==> src/rtl/pipeline_hazard_ctrl_if.sv <==
// pipeline_hazard_ctrl_if: hazard inputs from the pipeline and stall/flush controls back to it.
// Optional stall_cycles signal exists only with HAZ_PERF_CNT_EN.
interface pipeline_hazard_ctrl_if;
   logic [4:0]  id_rs;
   logic [4:0]  id_rt;
   logic        id_uses_rt;
   logic [1:0]  id_fp_op;
   logic        id_ex_mem_read;
   logic [4:0]  id_ex_rt;
   logic        ex_branch_taken;
   logic        pc_write;
   logic        if_id_write;
   logic        if_id_flush;
   logic        id_ex_write;
   logic        id_ex_bubble;
   logic        ex_mem_bubble;
   logic        fpu_start;
   logic        fpu_busy;
`ifdef HAZ_PERF_CNT_EN
   logic [31:0] stall_cycles;
`endif
   modport master (
      output id_rs, id_rt, id_uses_rt, id_fp_op, id_ex_mem_read, id_ex_rt, ex_branch_taken,
      input  pc_write, if_id_write, if_id_flush, id_ex_write, id_ex_bubble, ex_mem_bubble,
             fpu_start, fpu_busy
`ifdef HAZ_PERF_CNT_EN
      , input stall_cycles
`endif
   );
   modport slave (
      input  id_rs, id_rt, id_uses_rt, id_fp_op, id_ex_mem_read, id_ex_rt, ex_branch_taken,
      output pc_write, if_id_write, if_id_flush, id_ex_write, id_ex_bubble, ex_mem_bubble,
             fpu_start, fpu_busy
`ifdef HAZ_PERF_CNT_EN
      , output stall_cycles
`endif
   );
endinterface

==> src/rtl/pipeline_hazard_ctrl.sv <==
// pipeline_hazard_ctrl: load-use stall, branch squash and multi-cycle FP freeze sequencer.
// Define HAZ_PERF_CNT_EN to add the saturating stall_cycles counter.
module pipeline_hazard_ctrl #(
   parameter int FP_ADD_LAT = 3,
   parameter int FP_MUL_LAT = 4,
   parameter int FP_DIV_LAT = 10,
   parameter int CNT_W      = 4
) (
   input logic                  clk,
   input logic                  reset_n,
   pipeline_hazard_ctrl_if.slave hz
);
   typedef enum logic {IDLE, FP_BUSY} state_t;
   state_t           state, state_nx;
   logic [CNT_W-1:0] cnt, cnt_nx, lat_m1;
   logic             start_q, load_use, branch, freeze, stall, issue;
   assign load_use = hz.id_ex_mem_read && hz.id_ex_rt != 5'd0 &&
                     (hz.id_ex_rt == hz.id_rs || (hz.id_uses_rt && hz.id_ex_rt == hz.id_rt));
   assign lat_m1 = hz.id_fp_op == 2'b01 ? CNT_W'(FP_ADD_LAT - 1) :
                   hz.id_fp_op == 2'b10 ? CNT_W'(FP_MUL_LAT - 1) : CNT_W'(FP_DIV_LAT - 1);
   always_ff @(posedge clk or negedge reset_n) begin
      if (!reset_n) begin
         state   <= IDLE;
         cnt     <= '0;
         start_q <= 1'b0;
      end else begin
         state   <= state_nx;
         cnt     <= cnt_nx;
         start_q <= issue;
      end
   end
   // Branches resolve only in IDLE; during FP_BUSY the EX slot belongs to the FP op.
   always_comb begin
      freeze   = state == FP_BUSY && cnt != '0;
      branch   = state == IDLE && hz.ex_branch_taken;
      stall    = !branch && !freeze && load_use;
      issue    = !branch && !freeze && !load_use && hz.id_fp_op != 2'b00;
      state_nx = (issue || freeze) ? FP_BUSY : IDLE;
      cnt_nx   = issue ? lat_m1 : freeze ? cnt - 1'b1 : cnt;
      hz.pc_write      = reset_n && !freeze && !stall;
      hz.if_id_write   = reset_n && !freeze && !stall;
      hz.if_id_flush   = reset_n && branch;
      hz.id_ex_write   = reset_n && !freeze;
      hz.id_ex_bubble  = reset_n && (branch || stall);
      hz.ex_mem_bubble = reset_n && freeze;
      hz.fpu_start     = reset_n && start_q;
      hz.fpu_busy      = reset_n && state == FP_BUSY;
   end
`ifdef HAZ_PERF_CNT_EN
   logic [31:0] stall_q;
   always_ff @(posedge clk or negedge reset_n) begin
      if (!reset_n) stall_q <= '0;
      else if (!hz.pc_write && stall_q != 32'hFFFF_FFFF) stall_q <= stall_q + 32'd1;
   end
   assign hz.stall_cycles = stall_q;
`endif
endmodule

==> src/flat_wrapper.sv <==
// flat-port wrapper written by rule: the top's interface ports become plain ports
module pipeline_hazard_ctrl_flat 
#(
   parameter int FP_ADD_LAT = 3,
   parameter int FP_MUL_LAT = 4,
   parameter int FP_DIV_LAT = 10,
   parameter int CNT_W      = 4
)
  (clk, reset_n, hz_id_rs, hz_id_rt, hz_id_uses_rt, hz_id_fp_op, hz_id_ex_mem_read, hz_id_ex_rt, hz_ex_branch_taken, hz_pc_write, hz_if_id_write, hz_if_id_flush, hz_id_ex_write, hz_id_ex_bubble, hz_ex_mem_bubble, hz_fpu_start, hz_fpu_busy);
  pipeline_hazard_ctrl_if hz_i ();
  input logic clk;
  input logic reset_n;
  input wire logic [$bits(hz_i.id_rs)-1:0] hz_id_rs;
  input wire logic [$bits(hz_i.id_rt)-1:0] hz_id_rt;
  input wire logic [$bits(hz_i.id_uses_rt)-1:0] hz_id_uses_rt;
  input wire logic [$bits(hz_i.id_fp_op)-1:0] hz_id_fp_op;
  input wire logic [$bits(hz_i.id_ex_mem_read)-1:0] hz_id_ex_mem_read;
  input wire logic [$bits(hz_i.id_ex_rt)-1:0] hz_id_ex_rt;
  input wire logic [$bits(hz_i.ex_branch_taken)-1:0] hz_ex_branch_taken;
  output wire logic [$bits(hz_i.pc_write)-1:0] hz_pc_write;
  output wire logic [$bits(hz_i.if_id_write)-1:0] hz_if_id_write;
  output wire logic [$bits(hz_i.if_id_flush)-1:0] hz_if_id_flush;
  output wire logic [$bits(hz_i.id_ex_write)-1:0] hz_id_ex_write;
  output wire logic [$bits(hz_i.id_ex_bubble)-1:0] hz_id_ex_bubble;
  output wire logic [$bits(hz_i.ex_mem_bubble)-1:0] hz_ex_mem_bubble;
  output wire logic [$bits(hz_i.fpu_start)-1:0] hz_fpu_start;
  output wire logic [$bits(hz_i.fpu_busy)-1:0] hz_fpu_busy;
  assign hz_i.id_rs = hz_id_rs;
  assign hz_i.id_rt = hz_id_rt;
  assign hz_i.id_uses_rt = hz_id_uses_rt;
  assign hz_i.id_fp_op = hz_id_fp_op;
  assign hz_i.id_ex_mem_read = hz_id_ex_mem_read;
  assign hz_i.id_ex_rt = hz_id_ex_rt;
  assign hz_i.ex_branch_taken = hz_ex_branch_taken;
  assign hz_pc_write = hz_i.pc_write;
  assign hz_if_id_write = hz_i.if_id_write;
  assign hz_if_id_flush = hz_i.if_id_flush;
  assign hz_id_ex_write = hz_i.id_ex_write;
  assign hz_id_ex_bubble = hz_i.id_ex_bubble;
  assign hz_ex_mem_bubble = hz_i.ex_mem_bubble;
  assign hz_fpu_start = hz_i.fpu_start;
  assign hz_fpu_busy = hz_i.fpu_busy;
  pipeline_hazard_ctrl #(.FP_ADD_LAT(FP_ADD_LAT), .FP_MUL_LAT(FP_MUL_LAT), .FP_DIV_LAT(FP_DIV_LAT), .CNT_W(CNT_W)) u_core (.clk(clk), .reset_n(reset_n), .hz(hz_i));
endmodule
==> config.mk <==
export PLATFORM = sky130hd
export DESIGN_NAME = pipeline_hazard_ctrl_flat
export DESIGN_NICKNAME = d
export VERILOG_FILES = /design/src/rtl/pipeline_hazard_ctrl_if.sv /design/src/rtl/pipeline_hazard_ctrl.sv /design/src/flat_wrapper.sv
export SDC_FILE = /design/constraint.sdc
export NUM_CORES = 1
export LEC_CHECK = 0
export CORE_MARGIN = 1
export CORE_UTILIZATION = 41
export DETAILED_ROUTE_END_ITERATION = 6
export PLACE_DENSITY = 0.83
export SLEW_MARGIN = 20
export SYNTH_ARGS = -nofsm -noshare
export SYNTH_HDL_FRONTEND = slang
export SYNTH_SLANG_ARGS = --single-unit
==> constraint.sdc <==
create_clock -name clk -period 5.1 [get_ports clk]
set_input_delay 1.275 -clock clk [delete_from_list [all_inputs] [get_ports clk]]
set_output_delay 1.275 -clock clk [all_outputs]
set_load 0.1 [all_outputs]
# Yosys cells after proc, flatten, opt, wreduce, memory -nomap -nowiden
# Index checks and enable logic that the tools add are counted.
word_totals:
  regBits: 6
  elab_cells: 41
  out_inout_bits: 8
classes:
  muxes: 5
  add_sub_neg: 1
  bitwise_logic: 1
  reduce_logical: 27
  eq_ne: 4
op_table:
  columns: ["cell", "count"]
  rows:
  - ["$logic_and 1x1->1", 16]
  - ["$mux 4", 4]
  - ["$eq 5x5->1", 2]
  - ["$reduce_bool 5->1", 1]
  - ["$logic_not 1->1", 4]
  - ["$reduce_bool 2->1", 2]
  - ["$reduce_bool 4->1", 1]
  - ["$sub 4x1->4 const B", 1]
  - ["$logic_or 1x1->1", 3]
  - ["$eq 2x1->1 const B", 1]
  - ["$eq 2x2->1 const B", 1]
  - ["$mux 1", 1]
  - ["$not 1->1", 1]

# Depth between registers and ports, before layout
logic_depth:
  ltp_word: 9
  mapped_depth: 7
  mapped_depth_nobuf: 7

# Worst setup path after synthesis
# OpenSTA, ideal clock, no wires.
synth_path:
  path_kind: "input to output"
  startpoint: "input port hz_id_ex_rt[3]"
  endpoint: "output port hz_id_ex_bubble"
  arrival_ns: 4.213
  path_buffers: 0
  stages: 4
  t_required_ns: 3.825
  path_slack_ns: -0.388
  cell_sequence: "xor2_1 > nor4_2 > a32oi_2 > o31ai_1"
synth_between:
  elab_chain_cells: 7
synth_lines:
  columns: ["item", "line", "rtl"]
  rows:
  - ["start: declaration", "flat_wrapper.sv:18", "input wire logic [$bits(hz_i.id_ex_rt)-1:0] hz_id_ex_rt;"]
  - ["$eq 5x5->1", "pipeline_hazard_ctrl.sv:18", "(hz.id_ex_rt == hz.id_rs || (hz.id_uses_rt && hz.id_ex_rt == hz.id_rt));"]
  - ["$logic_and 1x1->1", "pipeline_hazard_ctrl.sv:18", null]
  - ["$logic_or 1x1->1", "pipeline_hazard_ctrl.sv:18", null]
  - ["$logic_and 1x1->1 (*)", "pipeline_hazard_ctrl.sv:17", "assign load_use = hz.id_ex_mem_read && hz.id_ex_rt != 5'd0 &&"]
  - ["$logic_and 1x1->1 (*)", "pipeline_hazard_ctrl.sv:36", "stall = !branch && !freeze && load_use;"]
  - ["$logic_or 1x1->1 (*)", "pipeline_hazard_ctrl.sv:44", "hz.id_ex_bubble = reset_n && (branch || stall);"]
  - ["$logic_and 1x1->1 (*)", "pipeline_hazard_ctrl.sv:44", null]
  - ["end: declaration", "flat_wrapper.sv:24", "output wire logic [$bits(hz_i.id_ex_bubble)-1:0] hz_id_ex_bubble;"]
# Mark *: on every way between the ends. The rest lies on a longest branch, timed or not.

# Worst setup path in the final report
layout_path:
  startpoint: "input port hz_id_ex_rt[1]"
  endpoint: "output port hz_id_ex_bubble"
# The elaborated chain is that of the path after synthesis.

==> flow_metrics.tcl <==
set metrics [dict create \
    status "finished clean" \
    antenna_cells 0 \
    fin_setup_tns_ns 0 \
    num_vias 527 \
    p_per_area_nw_per_um2 484 \
    leakage_nw 0.417 \
    slew_headroom 0.625 \
    grt_pass1_wl_mm 2.06 \
    grt_overflow_total 0 \
    max_freq_mhz 228 \
    reg2reg_slack_ns 3.29 \
    pre_cts_ws_ns 0.680 \
    maxCapViolations 0 \
    yosys_warnings 0 \
    first_global_vias 522 \
    holdPathEnd "u_core.cnt[1]" \
    r2r_end "u_core.cnt[3]" \
    fin_ws_ns 0.723 \
    port_buffers 29 \
    yosysTopAreaCell "dfrtp_1" \
    clk_latency_ns 0.25 \
    hold_buffers 0 \
    final-hold-violation-count 0 \
    synth_seq_cells 6 \
    synth_area_per_cell_um2 9.31 \
    htree_levels 1 \
    ff2ff_path_depth 6 \
    io_pins 30 \
    fp.dieH_um 39.2 \
    synth_area_leaders "dfrtp_1, xor2_1, ha_1" \
    synth_commonest_cells "xor2_1, dfrtp_1, inv_1, nand2_1" \
    critPathArrivalTime_ns 3.10 \
    syn_nets 87 \
    ys_seq_area_frac 0.264 \
    yosysUniqueCellTypes 25 \
    drive_above_1_share 0.228 \
    worst-setup-path-type "in -> out" \
    postRouteAntennaNets 0 \
    drtPass1Iterations 4 \
    setup_violations 0 \
    hold_start "u_core.cnt[1]" \
    ys.flop_type "dfrtp_1" \
    wirelength_mm 1.24 \
    async_reset_ff_frac 1.00 \
    power_uw 444 \
    postSynthCellCount 61 \
    hold_slack_ns 0.549 \
    syn2layout_area_growth_pct 61.5 \
    period_needed_ns 4.38 \
    gp_congestion 0.711 \
    drt_iter0_drc 5 \
    hp-class "reg -> reg" \
    yosys.cell_count.top_type "xor2_1" \
    grtUsageTotal 0.204 \
    netlist_area_um2 568 \
    start_util 0.437 \
    rows 13 \
    cp_max_fo 4 \
    routed_via_density 4.93 \
    critPathLaunchType "primary input" \
    core_um2 1300 \
    avgRoutedWirePerCell_um 11.5 \
    dp_hpwl_mm 1.10 \
    worstSetupEndpointType "output pin" \
    antenna_found_initial 0 \
    clkTransAtPathRegs_ns 0.05 \
    rsz0062_at_grt "no" \
    yosysTopAreaCellShare 0.264 \
    crit_required_ns 3.83 \
    tightest_slew_ns 0.559 \
    cts_tree "built" \
    min_path_cells 2 \
    regToRegStartpoint "u_core.cnt[0]" \
    cts_sinks 6 \
    postCtsSetupBuffers 0 \
    drc 0 \
    cts_root_buffer "clkbuf_4" \
    cts-buffers-inserted 3 \
    ir_drop_uv 259 \
    cts.path.max_buffers 2 \
    dieWidth_um 39.2 \
    die-area_um2 1540 \
    finalClockSkew_ns 0.000599 \
    nets 120 \
    cts_resized 0 \
    post-route-period-util 0.858 \
    synth-edff-count 0 \
    grt_max_degree 11 \
    slew_violations 0 \
]
cells by family after synthesis:
kind of cell    after synthesis  synth area share
buf+inv                       8            0.0595
compound gates                9             0.183
flops                         6             0.264
fa+ha+maj                     4            0.0881
mux                           1            0.0176
simple gates                 21             0.203
xor+xnor                     12             0.185
how the worst max path moves through the flow:
| stage | start | end | slack (ns) | depth (start not counted) |
|---|---|---|---|---|
| floorplan | hz_id_ex_rt[0] | hz_pc_write | 0.46 | 5 |
| global placement | hz_id_ex_rt[0] | hz_if_id_write | 0.74 | 6 |
| detailed placement | hz_id_ex_rt[1] | hz_id_ex_bubble | 0.68 | 6 |
| CTS | hz_id_ex_rt[1] | hz_id_ex_bubble | 0.69 | 6 |
| global route | hz_id_ex_rt[1] | hz_id_ex_bubble | 0.63 | 6 |
| finish | hz_id_ex_rt[1] | hz_id_ex_bubble | 0.72 | 6 |
critical path, cell delays in order:
cell	delay (ns)
clkdlybuf4s50_1	0.51
xor2_1	0.21
nor4_2	0.31
a32oi_2	0.24
o31ai_2	0.34
buf_12	0.22
cell type report:
type | count | area (um2)
multi-input combinational | 47 | 392
tap | 15 | 18.8
timing repair buffer | 29 | 308
fill | 121 | 384
sequential | 6 | 150
clock buffer | 3 | 22.5
inverter | 7 | 26.3
flip-flops by register name, indices dropped and copies added (netlist names):
name / cells
u_core.cnt: 4
u_core.state: 1
u_core.start_q: 1
power breakdown:
group | switching [mW] | total (mW) | internal, mW
registers | 0.0134 | 0.0851 | 0.0717
clock network | 0.0186 | 0.0453 | 0.0267
logic | 0.205 | 0.313 | 0.108
total | 0.237 | 0.444 | 0.206
placed cells by master, fill, tap and decap left out, types with 2 or more instances in the layout:
cell type	instances
xor2_1	10
xnor2_1	2
nor2_1	3
buf_4	5
buf_12	3
clkdlybuf4s50_1	21
clkbuf_4	3
nand2_1	6
o21ai_4	2
and2_1	3
nor3_1	3
dfrtp_1	6
inv_1	6
ha_1	4
layer usage:
| metal | vias up | share of wire | track usage |
|---|---|---|---|
| li1 | 273 | - | - |
| met1 | 236 | 0.40 | 0.230 |
| met2 | 18 | 0.55 | 0.363 |
| met3 | 0 | 0.046 | 0.0520 |
| met4 | 0 | 0 | 0.0776 |
| met5 | - | 0 | 0 |
per-stage QoR:
| step | utilization | area [um2] | std cells |
|---|---|---|---|
| 6_report | 0.705 | 917 | 107 |
| 3_3_place_gp | 0.688 | 895 | 104 |
| 3_5_place_dp | 0.688 | 895 | 104 |
| 2_1_floorplan | - | 576 | 61 |
| 5_1_grt | 0.705 | 917 | 107 |
| 4_1_cts | 0.705 | 917 | 107 |
Note: power is estimated with default switching activity, not from simulation.
